**src/rtl/cu_mul_wb.sv**
```systemverilog
// Multiplier execute/write-back control: two-stage result pipeline,
// register-file write port, operand forwarding and multiplier status flags.
module cu_mul_wb #(
    parameter int RF_DATASIZE = 16,
    parameter int RF_ADDRSIZE = 4
) (
    input  logic                   clk,
    input  logic                   reset,
    input  logic                   ps_mul_en,
    input  logic                   ps_mul_otreg,
    input  logic [RF_ADDRSIZE-1:0] ps_cu_rn_addr,
    input  logic [RF_ADDRSIZE-1:0] ps_cu_rx_addr,
    input  logic [RF_ADDRSIZE-1:0] ps_cu_ry_addr,
    input  logic [RF_DATASIZE-1:0] rf_cu_rx,
    input  logic [RF_DATASIZE-1:0] rf_cu_ry,
    input  logic [RF_DATASIZE-1:0] mul_xb_rn,
    input  logic                   mul_ps_ov,
    input  logic                   mul_ps_mn,
    input  logic                   ps_astat_clr,
    output logic [RF_DATASIZE-1:0] xb_cu_rx,
    output logic [RF_DATASIZE-1:0] xb_cu_ry,
    output logic                   cu_rf_wen,
    output logic [RF_ADDRSIZE-1:0] cu_rf_waddr,
    output logic [RF_DATASIZE-1:0] cu_rf_wdata,
    output logic                   ps_mv,
    output logic                   ps_mn,
    output logic                   ps_mos
);

    logic                   r_e_vld;
    logic                   r_e_otreg;
    logic [RF_ADDRSIZE-1:0] r_e_addr;
    logic                   r_w_vld;
    logic [RF_ADDRSIZE-1:0] r_w_addr;
    logic [RF_DATASIZE-1:0] r_w_data;
    logic                   r_mv;
    logic                   r_mn;
    logic                   r_mos;

    logic w_e_wr;
    logic w_e_hit_x;
    logic w_e_hit_y;
    logic w_w_hit_x;
    logic w_w_hit_y;

    // Execute-stage entry is an Rn write whose result is on mul_xb_rn now
    assign w_e_wr    = r_e_vld & ~r_e_otreg;
    assign w_e_hit_x = w_e_wr & (r_e_addr == ps_cu_rx_addr);
    assign w_e_hit_y = w_e_wr & (r_e_addr == ps_cu_ry_addr);
    assign w_w_hit_x = r_w_vld & (r_w_addr == ps_cu_rx_addr);
    assign w_w_hit_y = r_w_vld & (r_w_addr == ps_cu_ry_addr);

    // Execute stage: track the issuing instruction's destination
    always_ff @(posedge clk or negedge reset) begin
        if (!reset) begin
            r_e_vld   <= 1'b0;
            r_e_otreg <= 1'b0;
            r_e_addr  <= '0;
        end else begin
            r_e_vld <= ps_mul_en;
            if (ps_mul_en) begin
                r_e_otreg <= ps_mul_otreg;
                r_e_addr  <= ps_cu_rn_addr;
            end
        end
    end

    // Write stage: capture the multiplier result for Rn destinations
    always_ff @(posedge clk or negedge reset) begin
        if (!reset) begin
            r_w_vld  <= 1'b0;
            r_w_addr <= '0;
            r_w_data <= '0;
        end else begin
            r_w_vld  <= w_e_wr;
            r_w_addr <= r_e_addr;
            if (w_e_wr) begin
                r_w_data <= mul_xb_rn;
            end
        end
    end

    // Status flags: mv/mn follow each result, mos is sticky with set priority
    always_ff @(posedge clk or negedge reset) begin
        if (!reset) begin
            r_mv  <= 1'b0;
            r_mn  <= 1'b0;
            r_mos <= 1'b0;
        end else begin
            if (r_e_vld) begin
                r_mv <= mul_ps_ov;
                r_mn <= mul_ps_mn;
            end
            if (r_e_vld & mul_ps_ov) begin
                r_mos <= 1'b1;
            end else if (ps_astat_clr) begin
                r_mos <= 1'b0;
            end
        end
    end

    // Operand forwarding: newest in-flight result wins over older ones
    always_comb begin
        xb_cu_rx = rf_cu_rx;
        xb_cu_ry = rf_cu_ry;
        if (w_e_hit_x) begin
            xb_cu_rx = mul_xb_rn;
        end else if (w_w_hit_x) begin
            xb_cu_rx = r_w_data;
        end
        if (w_e_hit_y) begin
            xb_cu_ry = mul_xb_rn;
        end else if (w_w_hit_y) begin
            xb_cu_ry = r_w_data;
        end
    end

    assign cu_rf_wen   = r_w_vld;
    assign cu_rf_waddr = r_w_addr;
    assign cu_rf_wdata = r_w_data;
    assign ps_mv       = r_mv;
    assign ps_mn       = r_mn;
    assign ps_mos      = r_mos;

endmodule

```
**config.mk**
```make
export PLATFORM = sky130hd
export DESIGN_NAME = cu_mul_wb
export DESIGN_NICKNAME = d
export VERILOG_FILES = /design/src/rtl/cu_mul_wb.sv
export SDC_FILE = /design/constraint.sdc
export NUM_CORES = 1
export LEC_CHECK = 0
export CAP_MARGIN = 5
export CORE_MARGIN = 2
export CORE_UTILIZATION = 56
export DETAILED_ROUTE_END_ITERATION = 8
export DONT_BUFFER_PORTS = 1
export PLACE_DENSITY = 0.76
export SLEW_MARGIN = 20
export SYNTH_ARGS = -nofsm -noshare
export SYNTH_HDL_FRONTEND = slang
export SYNTH_SLANG_ARGS = --single-unit
```
**constraint.sdc**
```tcl
create_clock -name clk -period 2.55 [get_ports clk]
set_input_delay 0.6375 -clock clk [delete_from_list [all_inputs] [get_ports clk]]
set_output_delay 0.6375 -clock clk [all_outputs]
set_load 0.1 [all_outputs]
```
==> results of run 1 <==
==> cells by family after synthesis <==
| family | after synthesis |
|---|---|
| compound gates | 83 |
| xor+xnor | 14 |
| buf+inv | 44 |
| flops | 30 |
| mux | 7 |
| simple gates | 96 |
==> through the flow <==
| step | setup TNS (ns) | setup WS [ns] | area, um^2 | hold WS (ns) | std cells |
|---|---|---|---|---|---|
| global placement | -1.06 | -0.118 | 3970 | 0.343 | 379 |
| floorplan | -4.76 | -0.172 | 3000 | 0.342 | 274 |
==> synth_stat cells (all sizes together) <==
master   count
nand2       19
inv         19
or3         17
nand3        3
o31ai       16
nor2b        4
dfrtp       30
a31oi       32
xnor2       13
clkbuf      15
nor3        33
buf         10
nand4       16
mux2         7
o21ai       33
xor2         1
o2111a       1
or2          2
nand2b       2
o2111ai      1
==> flow_summary.toml, run 1 <==
[yosys]
synth_adder_area_share_pct = 0
yosys_warnings = 0
synth-compound-area-share_pct = 25.1
ys_ff_latch = 30
avgSynthCellArea_um2 = 8.19
net_count_after_synthesis = 341
synth_top_area_cell = "dfrtp_1"
netlist_area_mm2 = 0.00224
ys_seq_area_share_pct = 33.4
synth_xor_area_share_pct = 5.46
post_synth_and_or_nand_nor_area_fraction_pct = 23.1
postSynthCellCount = 274
yosys.area.top_type_share_pct = 33.4
synth.area.mux_share_pct = 3.51
synth_cell_type_count = 26
largest_family_of_logic_cells_by_synthesized_area = "compound AO/OA/AOI/OAI gates"
netlist_top_cells_area = "dfrtp_1, a31oi_1, o21ai_0"

[outcome]
flow.stopped_at = "detailed placement (3_5_place_dp)"
firstError = "[ERROR DPL-0038] Utilization greater than 100%, impossible to legalize"
status = "stopped before the end"

[floorplanning]
rows = 23
die-height_um = 67.3
start_util_pct = 57.4
floorplan.die.width_um = 67.3
design.portCount = 123

[place]
place_congestion = 0.950
place.port_buffers = 0
==> run 2, diff against run 1 <==
CORE_UTILIZATION = 40   (was 56)
PLACE_DENSITY = unset   (was 0.76)
PLACE_DENSITY_LB_ADDON = 0.15   (was unset)
==> run 2 against run 1 <==
The flow now finishes, with violations (negative setup slack). Synthesized cell count did not move. Area after synthesis stayed put.
==> flow_summary.toml, run 2 <==
[outcome]
status = "finished, violations left"
failing_checks = "negative setup slack"

[place]
place.detailed.instances = 404
place_hpwl_um = 6350
detailed_place.area_mm2 = 0.00404
place.port_buffers = 0
place_congestion = 0.871

[sta]
finalWorstSetupSlack_ns = -0.234
timing_worst_slew_pin_value_ns = 0.896
maxSlewViolCount = 0
max_slew_margin_pct = 40.3
finalHoldViolCount = 0
grt_setup_unrepaired = "true"
finalClockSkew_ns = 0.00949
setup-violations-final = 32
fin_setup_tns_ns = -5.54
min_period_over_period_pct = 109
final_period_minus_worst_setup_slack_ns = 2.78
clock.fmax_mhz = 359

[yosys]
yosys.area.top_type_share_pct = 33.4
synth_edf_count = 0
netlist_top_cells_area = "dfrtp_1, a31oi_1, o21ai_0"
postSynthCellCount = 274
synth_top_area_cell = "dfrtp_1"
yosys_warnings = 0
synth_cell_type_count = 26
synth_ff_type = "dfrtp_1"
avgSynthCellArea_um2 = 8.19
netlist_area_mm2 = 0.00224
synthTopCellsByCount = "o21ai_0, a31oi_1, nor3_1, dfrtp_1, inv_1"
synth-async-reset-ratio_pct = 100
synth_most_common_cell = "o21ai_0"
ys_seq_area_share_pct = 33.4
ys_ff_latch = 30
net_count_after_synthesis = 341

[global_route]
gr-total-overflow = 0
number_of_global_route_vias_before_repair = 2678
grt_start_max_net_pins = 33
first_pass_grt_wire_length_um = 13700
aggregate_global_route_resource_usage_pct = 28.2
number_of_antenna_violations_at_the_first_check_in_global_routing = 0

[floorplanning]
die-height_um = 78.9
start_util_pct = 41.0
core_region_area_mm2 = 0.00547
rows = 27
floorplan.die.width_um = 78.9
die_area_mm2 = 0.00623
design.portCount = 123

[finish]
n_antenna_cell = 0
share_of_post_route_cells_with_drive_strength_above_1_pct = 57.9
multi_input_area_mm2 = 0.00220
final.fill_count = 323
area_taken_by_flip_flops_and_latches_um2 = 773
max_reg_flops = 16
final-instance-count-excl-fill = 414
nNetsFinal = 408
layout-area-overhead-vs-synth_pct = 96.7
final_area_mm2 = 0.00441
final_cell_mix = "buf_12, buf_4, nor3_1, a31oi_4, o21ai_0"

[power_and_ir_drop]
power.static_leakage_nw = 1.55
power-per-cell-area_mw_per_mm2 = 618
vdd_drop_max_mv = 0.433

[cts]
cts_made_buffers = 5
tritoncts_clock_tree = "built"
sinks_on_clock_net = 30
cts_buffer_depth = 2
worst_skew_pair_later_pin_latency_ns = 0.30
cts_root_buf = "clkbuf_8"
clk_transition_reported_paths_ns = 0.08
cts_max_level = 2

[min_path]
worst_hold_path_type = "in -> async"

[routing]
via_count = 2579
detail_route.wirelength_um = 9020
ant_nets = 0
count_of_unresolved_drc_violations_after_routing = 0
viasPerCell = 6.23
drtIter0Drc = 148
iteration_count_of_the_initial_detailed_routing_pass = 4
wl_per_cell_um = 21.8

[worst_setup_path]
worst_setup_path_end_kind = "output pin"
worst-endpoint-required_ns = 1.91
ws_path_type = "reg -> out"
critical_path.startpoint_type = "flop"
cp_max_fo = 23
cp_data_arrival_time_ns = 2.15

[run]
maxCapViolations = 0
run 2: per-layer routing:
layer / part of all wire, % / GRT usage [%] / vias to the layer above
met1: 36 / 33.0 / 1267
met5: 0 / 0 / -
li1: - / - / 1163
met4: 1.6 / 9.31 / 0
met3: 9.2 / 8.86 / 15
met2: 53 / 49.2 / 134
run 2: cell families (layout without fill, tap and decap cells):
logic type | Yosys count | count (layout) | synth area share, %
DFF | 30 | 30 | 33.4
muxes | 7 | 7 | 3.51
buffers and inverters | 44 | 112 | 9.36
and+or+nand+nor | 96 | 96 | 23.1
AOI/OAI and AO/OA | 83 | 83 | 25.1
xor gates and xnor gates | 14 | 14 | 5.46
run 2: final timing paths:
check                          startpoint         endpoint  slack [ns]  cells past startpoint
max in group asynchronous           reset   cu_rf_wdata[0]        2.42                      0
min in group clk                ps_mul_en          r_e_vld        0.37                      0
hold reg to reg                   r_e_vld            ps_mv        0.54                      1
setup reg to reg                    ps_mn            ps_mn        1.27                      1
hold / removal                      reset  cu_rf_wdata[10]        0.03                      0
setup / recovery           cu_rf_waddr[0]      xb_cu_ry[8]       -0.23                      7
run 2: critical path: stages (launching register included):
cell and delay [ns]:
dfrtp_4 0.48, buf_6 0.14, xnor2_4 0.17, nand3_2 0.12
buf_8 0.18, or3_4 0.39, a31oi_4 0.18, buf_12 0.20
run 2: timing repair:
| action | in CTS | in global routing |
|---|---|---|
| buffers inserted | 1 | 0 |
| resized for setup | 36 | 16 |
| hold buffers | 0 | 0 |
| setup endpoints to repair | 32 | 32 |
| pin swaps | 4 | 2 |
| gates cloned | 0 | 1 |
run 2: metrics by stage:
step                      power (W)  utilization [%]  hold WS, ns  setup slack, ns
after floorplan             0.00177                -        0.342           -0.172
after global placement      0.00220             73.8        0.343           -0.104
after global routing        0.00281             80.7       0.0170           -0.303
final                       0.00273             80.7       0.0271           -0.234
after detailed placement    0.00223             73.8        0.342           -0.143
after CTS                   0.00268             78.3       0.0278           -0.204
run 2: layout make-up:
| type | count | share of cell area [%] |
|---|---|---|
| Multi-Input combinational cell | 200 | 49.9 |
| Sequential cell | 30 | 17.5 |
| Inverter | 19 | 1.62 |
| Clock inverter | 2 | 0.283 |
| Clock buffer | 6 | 1.87 |
| Timing Repair Buffer | 85 | 26.7 |
| Tap cell | 72 | 2.04 |
run 2: power breakdown:
part | switching, W | leakage (nW) | internal (W)
logic | 0.00114 | 1.16 | 0.000531
clock network | 0.000204 | 0.0472 | 0.000217
registers | 0.0000903 | 0.350 | 0.000546
Power figures use the tool's default switching activity.
==> run 3, diff against run 2 <==
CORE_UTILIZATION = 60   (was 40)
CTS_CLUSTER_SIZE = 28   (was unset)
==> run 3 against run 2 <==
The run now fails in detailed placement (3_5_place_dp). Synthesized cell count unchanged. Area after synthesis stayed put.
==> flow_summary.toml, run 3 <==
[outcome]
status = "stopped before the end"
flow.stopped_at = "detailed placement (3_5_place_dp)"
firstError = "[ERROR DPL-0038] Utilization greater than 100%, impossible to legalize"

[yosys]
avgSynthCellArea_um2 = 8.19
post_synth_and_or_nand_nor_area_fraction_pct = 23.1
synth.area.mux_share_pct = 3.51
synth_xor_area_share_pct = 5.46
yosys_warnings = 0
ys_ff_latch = 30
synth_most_common_cell = "o21ai_0"
net_count_after_synthesis = 341
synthTopCellsByCount = "o21ai_0, a31oi_1, nor3_1, dfrtp_1, inv_1"
postSynthCellCount = 274
ys_seq_area_share_pct = 33.4
synth_top_area_cell = "dfrtp_1"
synth_edf_count = 0
yosys.area.top_type_share_pct = 33.4
netlist_top_cells_area = "dfrtp_1, a31oi_1, o21ai_0"
synth_cell_type_count = 26
synth_ff_type = "dfrtp_1"
largest_family_of_logic_cells_by_synthesized_area = "compound AO/OA/AOI/OAI gates"
synth-async-reset-ratio_pct = 100
netlist_area_mm2 = 0.00224
synth-compound-area-share_pct = 25.1
synth_adder_area_share_pct = 0

[place]
place_congestion = 0.900
place.port_buffers = 0

[floorplanning]
start_util_pct = 61.8
design.portCount = 123
die-height_um = 65.2
floorplan.die.width_um = 65.2
rows = 22
## run 3: cell counts after synthesis
No cell type changed its count.
## run 3: kinds of logic after synthesis
| group | after synthesis |
|---|---|
| AND/OR/NAND/NOR | 96 |
| XOR/XNOR | 14 |
| buffers and inverters | 44 |
| flip-flops | 30 |
| multiplexers | 7 |
| AO/OA/AOI/OAI | 83 |
## run 3: stage by stage
step | setup WS (ns) | TNS [ns] | hold slack (ns) | cell area, um^2 | cells
floorplan | -0.172 | -4.76 | 0.342 | 3000 | 274
global placement | -0.184 | -2.31 | 0.342 | 3930 | 371
